$ cat src/rtl/lc3b_types_pkg.sv
// Shared LC-3b cache types plus the L2 line responder's beat type and state encoding.
package lc3b_types;

  localparam int unsigned LC3B_WORD_W           = 16;
  localparam int unsigned LC3B_LINE_W           = 128;
  localparam int unsigned LC3B_BEAT_W           = 32;
  localparam int unsigned LC3B_BEATS            = 4;
  localparam int unsigned LC3B_LINE_OFFSET_BITS = 4;

  typedef logic [LC3B_WORD_W-1:0] lc3b_word;
  typedef logic [LC3B_LINE_W-1:0] lc3b_line;
  typedef logic [LC3B_BEAT_W-1:0] lc3b_beat;

  typedef enum logic [2:0] {
    IDLE    = 3'd0,
    RD_BEAT = 3'd1,
    RD_GAP  = 3'd2,
    WR_BEAT = 3'd3,
    WR_GAP  = 3'd4,
    DONE    = 3'd5
  } l2_resp_state_e;

endpackage

$ cat src/rtl/line_beat_buffer.sv
// One cache line of storage, written whole or one beat at a time, read one beat at a time.
module line_beat_buffer
  import lc3b_types::*;
#(
  parameter int unsigned BEATS  = LC3B_BEATS,
  parameter int unsigned BEAT_W = LC3B_BEAT_W,
  localparam int unsigned IDX_W = $clog2(BEATS)
) (
  input  logic              clk,
  input  logic              reset,
  input  logic              i_clear,
  input  logic              i_load,
  input  lc3b_line          i_line,
  input  logic              i_insert,
  input  logic [IDX_W-1:0]  i_ins_idx,
  input  logic [BEAT_W-1:0] i_beat,
  input  logic [IDX_W-1:0]  i_sel_idx,
  output lc3b_line          o_line_nxt_c,
  output logic [BEAT_W-1:0] o_sel_beat_c
);

  lc3b_line r_line;
  lc3b_line w_line_nxt;

  // Next line value: clear beats load, load beats insert.
  always_comb begin
    w_line_nxt = r_line;
    if (i_clear) begin
      w_line_nxt = '0;
    end else if (i_load) begin
      w_line_nxt = i_line;
    end else if (i_insert) begin
      w_line_nxt[32'(i_ins_idx) * BEAT_W +: BEAT_W] = i_beat;
    end
  end

  // Line storage register.
  always_ff @(posedge clk) begin
    if (reset) begin
      r_line <= '0;
    end else begin
      r_line <= w_line_nxt;
    end
  end

  assign o_line_nxt_c = w_line_nxt;
  assign o_sel_beat_c = r_line[32'(i_sel_idx) * BEAT_W +: BEAT_W];

endmodule

$ cat src/rtl/l2_line_responder.sv
// Serves one 128-bit L1 line request as BEATS narrow pmem bursts, then pulses l2_resp.
module l2_line_responder
  import lc3b_types::*;
#(
  parameter int unsigned BEATS  = LC3B_BEATS,
  parameter int unsigned BEAT_W = LC3B_BEAT_W
) (
  input  logic              clk,
  input  logic              reset,
  input  logic              l2_read,
  input  logic              l2_write,
  input  lc3b_word          l2_address,
  input  lc3b_line          l2_wdata,
  output lc3b_line          l2_rdata,
  output logic              l2_resp,
  output logic              pmem_read,
  output logic              pmem_write,
  output lc3b_word          pmem_address,
  output logic [BEAT_W-1:0] pmem_wdata,
  input  logic [BEAT_W-1:0] pmem_rdata,
  input  logic              pmem_resp
);

  localparam int unsigned CNT_W      = $clog2(BEATS);
  localparam int unsigned BYTE_OFS_W = LC3B_LINE_OFFSET_BITS - CNT_W;
  localparam int unsigned TAG_W      = LC3B_WORD_W - LC3B_LINE_OFFSET_BITS;

  l2_resp_state_e    r_state;
  l2_resp_state_e    w_state_nxt;
  logic [CNT_W-1:0]  r_cnt;
  logic [CNT_W-1:0]  w_cnt_nxt;
  logic [TAG_W-1:0]  r_line_addr;
  logic [TAG_W-1:0]  w_tag_src;
  logic              w_last;
  logic              w_accept;
  logic              w_accept_wr;
  logic              w_insert;
  logic              w_rdata_load;
  logic              w_pmem_read_nxt;
  logic              w_pmem_write_nxt;
  lc3b_word          w_pmem_addr_nxt;
  logic [BEAT_W-1:0] w_pmem_wdata_nxt;
  lc3b_line          w_buf_line_nxt;
  logic [BEAT_W-1:0] w_sel_beat;
  logic              w_unused_addr_lsbs;

  lc3b_line          r_l2_rdata;
  logic              r_l2_resp;
  logic              r_pmem_read;
  logic              r_pmem_write;
  lc3b_word          r_pmem_address;
  logic [BEAT_W-1:0] r_pmem_wdata;

  // Byte offset within the line is never used: the whole line always moves.
  assign w_unused_addr_lsbs = ^l2_address[LC3B_LINE_OFFSET_BITS-1:0];

  assign w_last = (r_cnt == CNT_W'(BEATS - 1));

  // Line storage; read accept clears it, write accept loads the requester's line.
  line_beat_buffer #(
    .BEATS  (BEATS),
    .BEAT_W (BEAT_W)
  ) u_buf (
    .clk          (clk),
    .reset        (reset),
    .i_clear      (w_accept & ~w_accept_wr),
    .i_load       (w_accept_wr),
    .i_line       (l2_wdata),
    .i_insert     (w_insert),
    .i_ins_idx    (r_cnt),
    .i_beat       (pmem_rdata),
    .i_sel_idx    (w_cnt_nxt),
    .o_line_nxt_c (w_buf_line_nxt),
    .o_sel_beat_c (w_sel_beat)
  );

  // State register.
  always_ff @(posedge clk) begin
    if (reset) begin
      r_state <= IDLE;
    end else begin
      r_state <= w_state_nxt;
    end
  end

  // Next state, datapath controls and next values of the registered outputs.
  always_comb begin
    w_state_nxt      = r_state;
    w_cnt_nxt        = r_cnt;
    w_accept         = 1'b0;
    w_accept_wr      = 1'b0;
    w_insert         = 1'b0;
    w_rdata_load     = 1'b0;
    w_tag_src        = r_line_addr;
    w_pmem_read_nxt  = 1'b0;
    w_pmem_write_nxt = 1'b0;
    w_pmem_addr_nxt  = '0;
    w_pmem_wdata_nxt = '0;

    unique case (r_state)
      IDLE: begin
        if (l2_read) begin
          w_accept    = 1'b1;
          w_cnt_nxt   = '0;
          w_state_nxt = RD_BEAT;
        end else if (l2_write) begin
          w_accept    = 1'b1;
          w_accept_wr = 1'b1;
          w_cnt_nxt   = '0;
          w_state_nxt = WR_BEAT;
        end
      end
      RD_BEAT: begin
        if (pmem_resp) begin
          w_insert = 1'b1;
          if (w_last) begin
            w_rdata_load = 1'b1;
            w_state_nxt  = DONE;
          end else begin
            w_cnt_nxt   = r_cnt + CNT_W'(1);
            w_state_nxt = RD_GAP;
          end
        end
      end
      RD_GAP:  w_state_nxt = RD_BEAT;
      WR_BEAT: begin
        if (pmem_resp) begin
          if (w_last) begin
            w_state_nxt = DONE;
          end else begin
            w_cnt_nxt   = r_cnt + CNT_W'(1);
            w_state_nxt = WR_GAP;
          end
        end
      end
      WR_GAP:  w_state_nxt = WR_BEAT;
      DONE:    w_state_nxt = IDLE;
      default: w_state_nxt = IDLE;
    endcase

    // On the accept cycle the line address and first beat come straight from the request.
    if (w_accept) begin
      w_tag_src = l2_address[LC3B_WORD_W-1:LC3B_LINE_OFFSET_BITS];
    end
    w_pmem_read_nxt  = (w_state_nxt == RD_BEAT);
    w_pmem_write_nxt = (w_state_nxt == WR_BEAT);
    if (w_pmem_read_nxt || w_pmem_write_nxt) begin
      w_pmem_addr_nxt = {w_tag_src, w_cnt_nxt, BYTE_OFS_W'(0)};
    end
    if (w_pmem_write_nxt) begin
      w_pmem_wdata_nxt = w_accept ? l2_wdata[BEAT_W-1:0] : w_sel_beat;
    end
  end

  // Beat counter, latched line address and registered outputs.
  always_ff @(posedge clk) begin
    if (reset) begin
      r_cnt          <= '0;
      r_line_addr    <= '0;
      r_l2_rdata     <= '0;
      r_l2_resp      <= 1'b0;
      r_pmem_read    <= 1'b0;
      r_pmem_write   <= 1'b0;
      r_pmem_address <= '0;
      r_pmem_wdata   <= '0;
    end else begin
      r_cnt          <= w_cnt_nxt;
      r_line_addr    <= w_tag_src;
      r_l2_resp      <= (w_state_nxt == DONE);
      r_pmem_read    <= w_pmem_read_nxt;
      r_pmem_write   <= w_pmem_write_nxt;
      r_pmem_address <= w_pmem_addr_nxt;
      r_pmem_wdata   <= w_pmem_wdata_nxt;
      if (w_rdata_load) begin
        r_l2_rdata <= w_buf_line_nxt;
      end
    end
  end

  assign l2_rdata     = r_l2_rdata;
  assign l2_resp      = r_l2_resp;
  assign pmem_read    = r_pmem_read;
  assign pmem_write   = r_pmem_write;
  assign pmem_address = r_pmem_address;
  assign pmem_wdata   = r_pmem_wdata;

endmodule

$ cat config.mk
export PLATFORM = sky130hd
export DESIGN_NAME = l2_line_responder
export DESIGN_NICKNAME = d
export VERILOG_FILES = /design/src/rtl/lc3b_types_pkg.sv /design/src/rtl/line_beat_buffer.sv /design/src/rtl/l2_line_responder.sv
export SDC_FILE = /design/constraint.sdc
export NUM_CORES = 1
export LEC_CHECK = 0
export CORE_UTILIZATION = 40
export DETAILED_ROUTE_END_ITERATION = 16
export GPL_TIMING_DRIVEN = 0
export MAX_ROUTING_LAYER = met4
export PLACE_DENSITY = 0.67
export SYNTH_ARGS = -nofsm -noshare
export SYNTH_HDL_FRONTEND = slang
export SYNTH_SLANG_ARGS = --single-unit
$ cat constraint.sdc
create_clock -name clk -period 2.9 [get_ports clk]
set_clock_uncertainty 0.15 [all_clocks]
set_input_delay 0.58 -clock clk [delete_from_list [all_inputs] [get_ports clk]]
set_output_delay 0.58 -clock clk [all_outputs]
set_load 0.05 [all_outputs]
* Yosys cells after proc, flatten, opt, wreduce, memory -nomap -nowiden
Index checks and enable logic that the tools add are counted.
** Word-level totals
- Word-level logic and storage cells :: 61
- Output and inout port bits :: 179
- Flip-flop bits (word level) :: 324
** Operators by class
- Bitwise gates (word level) :: 4
- Shift operators :: 3
- Multiplexer cells :: 28
- Add/sub/neg operators :: 2
- Equality and inequality tests :: 8
- Reduce and logical (&&, ||, !) cells :: 5
** Operator list (number)
- $mux W128 :: 3
- $bwmux W128 :: 1
- $shift A32 B34 Y128 const A :: 1
- $shiftx A128 B8 Y32 :: 1
- $shiftx A32 B34 Y128 :: 1
- $neg A7 Y34 :: 1
- $mux W32 :: 1
- $mux W3 :: 5
- $pmux W3 S5 :: 1
- $mux W12 :: 1
- $mux W1 :: 11
- $eq A3 B2 Y1 const B :: 3
- $mux W2 :: 4
- $eq A3 B1 Y1 const B :: 2
- $eq A3 B3 Y1 const B :: 2
- $reduce_or A2 Y1 :: 3
- $pmux W2 S2 :: 1
- $logic_not A3 Y1 :: 1
- $not A1 Y1 :: 3
- $add A2 B1 Y2 const B :: 1
- $eq A2 B2 Y1 const B :: 1
- $and A1 B1 Y1 :: 1
- $logic_or A1 B1 Y1 :: 1

* Depth between registers and ports, before layout
- Depth in word-level cells :: 8
- Gate-level depth with buffers :: 9
- Gate-level depth less buffers :: 7

* Modules after synthesis
Synthesis repeated with hierarchy kept, for this count alone.
** Unflattened totals
- Cells, all modules :: 1635
- Area total of the unflattened synthesis :: 14373.8 um2
** By module, submodules not included
- line_beat_buffer :: cells an instance 858, times used 1, sequential area each 2562.5 um2, area each 7541.0 um2
- l2_line_responder :: cells an instance 777, times used 1, sequential area each 3883.7 um2, area each 6832.8 um2

* Least setup slack after synthesis
Ideal clock, no wire load.
- Path type :: register to register
- From :: register r_cnt[0]
- To :: register u_buf.r_line[127]
- Slack :: 0.629 ns
- Arrival :: 2.030 ns
- Stages on the path, launching flop included :: 7
- Clock period less this slack :: 2.271 ns
- Path through :: dfxtp_1 inv_1 ha_1 nor3b_1 clkbuf_1 nand3_1 a311oi_1
** Between the ends
- Cells in the longest elaborated chain, start to end :: 6
- Elaborated cells between the ends (all ways) :: 7
** RTL lines
- start, declared :: line l2_line_responder.sv:30 : logic [CNT_W-1:0] r_cnt;
- start signal, assigned :: line l2_line_responder.sv:167 : r_cnt <= w_cnt_nxt;
- $neg A7 Y34 (*) :: line line_beat_buffer.sv:33 : w_line_nxt[32'(i_ins_idx) * BEAT_W +: BEAT_W] = i_beat;
- $shiftx A32 B34 Y128 / $shift A32 B34 Y128 (equally long branches) :: line line_beat_buffer.sv:33
- $bwmux W128 (*) :: line line_beat_buffer.sv:33
- $mux W128 (*) :: line line_beat_buffer.sv:32 : end else if (i_insert) begin
- $mux W128 (*) :: line line_beat_buffer.sv:30 : end else if (i_load) begin
- $mux W128 (*) :: line line_beat_buffer.sv:28 : if (i_clear) begin
- end signal, assigned :: line line_beat_buffer.sv:42 : r_line <= w_line_nxt;
- end, declared :: line line_beat_buffer.sv:22 : lc3b_line r_line;
Every way passes the cells marked *; elsewhere a longest branch is shown, timed or not.
A chain may end at the register's enable or synchronous reset.

* Worst setup path in the final report
- From :: input port l2_read
- To :: register r_pmem_wdata[2], in the netlist pmem_wdata[2]
** Between the ends
- Cells in the longest elaborated chain, start to end :: 5
- Elaborated cells between the ends (all ways) :: 11
** RTL lines
- start, declared :: line l2_line_responder.sv:10 : input logic l2_read,
- branches (longest 5 deep; another with $shiftx A128 B8 Y32)
- end signal, assigned :: line l2_line_responder.sv:173 : r_pmem_wdata <= w_pmem_wdata_nxt;
- end, declared :: line l2_line_responder.sv:52 : logic [BEAT_W-1:0] r_pmem_wdata;
Several ways; the timed one is not identified.

==> out/qor.csv <==
metric,value,unit
hold_buf cts,0,
Synthesis Warnings,0,
Async SR Flop Fraction,0,%
Worst EP arrival,3.07,ns
vias in the first global route,15100,
synthesized instance count,1852,
DR vias/cell,5.820,
Root Buffer,clkbuf_16,
Yosys top cell area share,44.63,%
final hold vios,0,
gr usage total,36.75,%
Int Power,8.093,mW
Final Max Slew Viols,0,
die height,192.0,µm
DPL Wire Length,51880,µm
Synth area leaders,"dfxtp_1 (45%), a211oi_1 (10%), nor2_1 (6.5%)",
Seq cells post-synth,322,
top cell type by total area after synthesis,dfxtp_1,
Post-synth EDFFs,0,
starting density of the core,40.60,%
1st-iter DRT viols,1542,
clock slew at reported path FFs,0.06,ns
sequential power share,40.6,%
Critical Path Sink Type,register,
Slew headroom,39.61,%
Critical Path Max Stage Delay,0.61,ns
CTS H-tree lvls,2,
Final Power,11.49,mW
DRC errors left,0,
CTS tree,done,
unrepaired setup endpoints after global routing,false,
via count,15930,
filler instances,3454,
design area,19910,µm²
Clock Latency Late Sink,0.53,ns
Pleak,7.442,nW
"commonest non-fill, non-tap cell in the layout",clkdlybuf4s50_1,
worst hold path class,reg -> reg,
Slew @ Worst Pin,0.9058,ns
post-synthesis sequential area ratio,44.63,%
Crit path max-delay family,buffers and inverters,
Pwr Density,577.4,nW/µm²
Num CTS Buffers,36,
dpl cell area,18560,µm²
Area Overhead vs Synth,37.83,%
CTS Buffer Depth,3,
Sw Ratio,29.59,%
first-pass GRT wire length,96670,µm
router iterations before antenna repair,8,
Syn Area/Cell,7.798,µm²
core footprint,35570,µm²
"Worst Path Class, Setup",in -> reg,
Setup-failing EPs final,0,
Cell variety after synth,39,
io pins,360,
chip width,192.0,µm
# rows,69,
Synth Flop Type,dfxtp_1,
remaining global-route overflow,0,
IO buf count,353,
clk sinks,322,
sw power,3.402,mW
Final ANT Viol Nets,0,
Max-cap violations,0,
status,"complete, no violations",
CP bufs+invs,3,
WP data required,3.11,ns
clock group share of total power,40.9,%
worst IR drop on VDD,0.3937,mV
drt wl/cell,24.56,µm
FMAX,348.6,MHz
Combinational Power Share,18.4,%
worst path cell trace,"clkdlybuf4s50_1, nor2_4, o311ai_4, buf_4, clkbuf_1, a21oi_1, a211oi_1, a211oi_1",
most frequent cells in the layout,"clkdlybuf4s50_1 (352), dfxtp_1 (321), nor2_1 (248), a211oi_1 (189), a21oi_1 (154)",
die area,36870,µm²
period utilisation layout,98.92,%
min cycle time layout,2.869,ns
fin nets,2435,
Critical Path Fanout Max,10,
Crit-path slowest cell,clkdlybuf4s50_1,
Critical Path Most Common Cell,a211oi_1,
largest net degree at the start of global routing,14,
RD Place Congestion,1.022,
drt total wl,67220,µm
CP Launch Type,primary input,
Synth Cell Area,14440,µm²
initial antenna violation count,6,
layout cell share with drive strength beyond 1,5.983,%
-- cells by family (layout without fill, tap and decap cells) --
group                    Yosys count  count (layout)  share of synthesized area (%)
AND/OR/NAND/NOR                  684             684                          22.82
XOR/XNOR                           1               1                        0.06065
other                              1               5                        0.02596
multiplexers                      13              13                         0.9009
AO/OA/AOI/OAI                    529             529                          22.94
adder cells (fa/ha/maj)            6               6                         0.5198
flip-flops                       322             322                          44.63
buffers and inverters            296             716                          8.100
-- final cells by class --
cell class	instances	area (µm²)	share of cell area, %
clock inverter	7	91.34	0.4588
sequential	322	6447	32.39
antenna	3	7.507	0.03771
timing repair buffer	358	3573	17.95
tap	461	576.8	2.898
multi-input combinational	1235	6914	34.73
clock buffer	56	1107	5.563
inverter	99	371.6	1.867
buffer	196	817.0	4.104
-- power by group through the flow --
stage          combinational, mW  sequential (mW)  clock (mW)
3_3_place_gp                2.02             4.76           0
2_1_floorplan              0.965             4.90           0
6_report                    2.12             4.67        4.71
5_1_grt                     2.22             4.68        4.90
4_1_cts                     2.04             4.67        4.73
3_5_place_dp                2.02             4.76           0
-- sequential cells by signal (all words and copies together), names as in the netlist --
name          flops
l2_rdata        128
u_buf.r_line    128
r_cnt             2
pmem_read         1
pmem_address     14
pmem_wdata       32
r_line_addr      12
l2_resp           1
pmem_write        1
r_state           3
-- per-layer routing --
metal  wire length [µm]  vias up  track usage [%]
li1                   -     7363                -
met1              29110     7556            48.95
met2              30200      861            56.53
met3               5493      150            5.518
met4               2414        0            12.93
met5                  0        -                -
-- final timing paths --
path                         startpoint                    endpoint  slack [ns]  depth (start not counted)
max                             l2_read    pmem_wdata[2]$_SDFF_PP0_        0.03                          8
min          l2_rdata[100]$_SDFFE_PP0P_  l2_rdata[100]$_SDFFE_PP0P_        0.30                          2
max reg2reg       r_state[1]$_SDFF_PP0_    pmem_wdata[2]$_SDFF_PP0_        0.04                          7
min reg2reg  l2_rdata[100]$_SDFFE_PP0P_  l2_rdata[100]$_SDFFE_PP0P_        0.30                          2
-- synthesized netlist by cell type, types with 13 or more instances --
library cell and instances:
nand4_1 37, o221ai_1 13, inv_1 99, dfxtp_1 322, buf_2 34, o2bb2ai_1 18
nor3_1 107, mux2i_1 13, nor2_1 249, clkbuf_1 151, nand2_1 61, a21oi_1 154
nand3_1 106, and3_1 87, o21ai_0 133, a211oi_1 194, nand4b_1 13
-- worst reg2reg max path: stages (launching register included) --
cell      delay, ns
dfxtp_1        0.29
buf_2          0.20
nor3_4         0.56
o21ai_2        0.20
nand3_1        0.23
clkbuf_1       0.55
a211oi_1       0.15
a211oi_1       0.38
-- timing repair --
action | CTS | global route
cloned | 0 | 0
endpoints found under the setup margin | 146 | 136
buffers inserted | 4 | 1
pin swaps | 2 | 1
gates resized for setup | 24 | 39
-- metrics by stage --
step,worst slack [ns],util [%],setup TNS [ns],instances,hold slack [ns]
finish,0.03126,55.97,0,2737,0.3024
detailed placement,-1.445,52.17,-130.03,2667,0.3008
floorplan,0.6291,-,0,1853,0.3010
global route,0.01509,55.97,0,2737,0.3391
global placement,-1.318,52.17,-120.54,2667,0.2924
CTS,0.005426,55.73,0,2734,0.3096
Power figures use the tool's default switching activity.
==> edit, RTL diff (config.mk and constraints unchanged) <==
Take the reset off `r_line_addr` and `r_pmem_wdata` and load them in a clocked block of their own.
--- a/src/rtl/l2_line_responder.sv
+++ b/src/rtl/l2_line_responder.sv
@@ -156,25 +156,26 @@
   always_ff @(posedge clk) begin
     if (reset) begin
       r_cnt          <= '0;
-      r_line_addr    <= '0;
       r_l2_rdata     <= '0;
       r_l2_resp      <= 1'b0;
       r_pmem_read    <= 1'b0;
       r_pmem_write   <= 1'b0;
       r_pmem_address <= '0;
-      r_pmem_wdata   <= '0;
     end else begin
       r_cnt          <= w_cnt_nxt;
-      r_line_addr    <= w_tag_src;
       r_l2_resp      <= (w_state_nxt == DONE);
       r_pmem_read    <= w_pmem_read_nxt;
       r_pmem_write   <= w_pmem_write_nxt;
       r_pmem_address <= w_pmem_addr_nxt;
-      r_pmem_wdata   <= w_pmem_wdata_nxt;
       if (w_rdata_load) begin
         r_l2_rdata <= w_buf_line_nxt;
       end
     end
+  end
+
+  always_ff @(posedge clk) begin
+    r_line_addr  <= w_tag_src;
+    r_pmem_wdata <= w_pmem_wdata_nxt;
   end
 
   assign l2_rdata     = r_l2_rdata;
Formal check against the unedited RTL: not equivalent (a bounded check fails within 4 cycles, from zero or initial values and one cycle with reset high).
==> edit against the original RTL <==
The run now ends with setup timing left; non-clock buffer count shrank 9; routed wire length down 5.2%; sequential share of layout area down 0.63 points; via count is 0.59% lower; power down 2.5%; synthesized area grew 3.6%; setup slack worse by 0.032 ns; final cell count increased by 1.8%; sequential cell count unchanged; final area rose by 2.0%; synthesized cell count rose by 2.6%.
==> edit: results (changes against the original RTL) <==
DRT_PRE_ANTENNA_ITERS=6  # was 8
GRT_PASS1_VIAS=15600  # was 15,100
YS_TOP_CELLS_BY_COUNT='sky130_fd_sc_hd__dfxtp_1, sky130_fd_sc_hd__a21oi_1, sky130_fd_sc_hd__nand2_1, sky130_fd_sc_hd__inv_1, sky130_fd_sc_hd__nor2_1'  # was sky130_fd_sc_hd__dfxtp_1, sky130_fd_sc_hd__nor2_1, sky130_fd_sc_hd__a211oi_1, sky130_fd_sc_hd__a21oi_1, sky130_fd_sc_hd__clkbuf_1
FINALSETUPVIOLATIONS=1  # was 0
WL_MET1_UM=26700  # was 29,100 um
ANTENNA_FOUND_INITIAL=2  # was 6
RUN_STATUS='finished, violations left'  # was finished clean
SETUP-TNS-FINAL_NS=-0.000495  # was 0 ns
VIA_COUNT_NORMALIZED_BY_INSTANCE_COUNT=5.68  # was 5.82
FINAL.SETUP.WORST_SLACK_NS=-0.000495  # was 0.0313 ns
FINAL_LAYOUT_SIZE_SUFFIX_GT1_SHARE_PCT=5.91  # was 5.98%
MET2_WL_UM=28200  # was 30,200 um
NNETSFINAL=2480  # was 2,435
YOSYS.CELL_TYPES.COUNT=43  # was 39
POST_CTS_SETUP_DRIVEN_BUFFER_INSERTION_COUNT=0  # was 4
DETAIL_ROUTE.ITER0.VIOLATIONS=1670  # was 1,542
DETAIL_ROUTE.WL_PER_CELL_UM=22.9  # was 24.6 um
MAX_SLEW.WORST_PIN.SLEW_NS=1.05  # was 0.906 ns
CRITICAL_PATH.MAX_STAGE_DELAY_NS=0.63  # was 0.61 ns
SYNTH-SEQ-AREA-SHARE_PCT=43.1  # was 44.6%
CELLS_TAKING_THE_MOST_AREA_AFTER_SYNTHESIS='sky130_fd_sc_hd__dfxtp_1, sky130_fd_sc_hd__a21oi_1, sky130_fd_sc_hd__nand2_1, sky130_fd_sc_hd__o21ai_1, sky130_fd_sc_hd__mux2i_1'  # was sky130_fd_sc_hd__dfxtp_1, sky130_fd_sc_hd__a211oi_1, sky130_fd_sc_hd__nor2_1, sky130_fd_sc_hd__a21oi_1, sky130_fd_sc_hd__o21ai_0
CRITPATHARRIVALTIME_NS=3.12  # was 3.07 ns
LAYOUT.FILLER_CELLS=3511  # was 3,454
POWER_SWITCHING_uW=3080  # was 3400 uW
GROUTE.USAGE.OVERALL_PCT=33.4  # was 36.8%
WORST_IR_DROP_VDD_mV=0.317  # was 0.394 mV
GRT_PASS1_WL_UM=93700  # was 96,700 um
DETAILED_PLACE_HPWL_UM=48500  # was 51,900 um
VIOLATIONS='setup timing'
CP_SLOWEST_CELL='sky130_fd_sc_hd__clkdlybuf4s50_1'  # unchanged
TIMING.CRITICAL_PATH.FANOUT_MAX=10  # unchanged
P_LEAK_uW=0.00799  # was 0.00744 uW
GP_CONGESTION=0.967  # was 1.02
-- edit: cell count changes after synthesis, sizes merged, moves of 105 or more --
cell | before | now
a211oi | 194 | 0
a21oi | 154 | 302
nand2 | 61 | 248
nand3 | 106 | 1
nor2 | 249 | 136
nor3 | 108 | 3
-- edit: per-stage QoR --
stage	setup slack [ns]	cells	cell area (um^2)
after CTS	0.00982	2785	20300
after global routing	-0.0460	2787	20300
after global placement	-0.884	2723	19100
final	-0.000495	2787	20300
after detailed placement	-0.958	2723	19100
after floorplan	0.653	1902	15000
-- edit: repair_timing --
item | 4_1_cts | 5_1_grt
hold buffers | 0 | 0
resized for setup | 5 | 17
endpoints found under the setup margin | 165 | 124
-- edit: final timing paths --
path | startpoint | to | slack (ns) | cells after the start
worst max-delay path | pmem_resp | u_buf.r_line[43] | -0.0005 | 8
worst min-delay path | r_line_addr[7] | r_line_addr[7] | 0.30 | 1
worst max register to register | r_cnt[1] | pmem_wdata[18] | 0.05 | 8
worst min register to register | r_line_addr[7] | r_line_addr[7] | 0.30 | 1
-- edit: final cells by class --
cell class | count | share of cell area, %
Antenna cell | 2 | 0.0247
Buffer | 192 | 4.25
Clock buffer | 51 | 5.07
Clock inverter | 11 | 0.777
Inverter | 150 | 2.77
Multi-Input combinational cell | 1238 | 35.1
Sequential cell | 322 | 31.8
Tap cell | 468 | 2.88
Timing Repair Buffer | 353 | 17.4
-- edit: power by group through the flow --
stage                     Sequential [uW]  Clock (uW)  Combinational [uW]
after floorplan                      4910           0                 858
final                                4700        4690                1820
after global routing                 4710        4920                1920
after global placement               4790           0                1760
after CTS                            4700        4730                1780
after detailed placement             4790           0                1770
-- edit: cell families (layout without fill, tap and decap cells) --
group | count (synthesis) | in the layout | synth area share (%)
other cells | 1 | 4 | 0.0251
fa+ha+maj | 6 | 6 | 0.502
compound gates | 603 | 603 | 23.5
mux | 74 | 74 | 5.05
buf+inv | 342 | 757 | 9.45
simple gates | 553 | 553 | 18.3
flops | 322 | 322 | 43.1
-- edit: critical path, delay by kind of cell --
family | cells | cell delay, ns
compound gates | 2 | 0.56
buf+inv | 3 | 1.19
simple gates | 3 | 0.77
-- edit: metal layers --
layer,vias to the layer above,global-route usage [%]
li1,7362,-
met1,7413,42.0
met2,879,51.4
met3,182,6.51
met4,0,15.7
met5,-,-
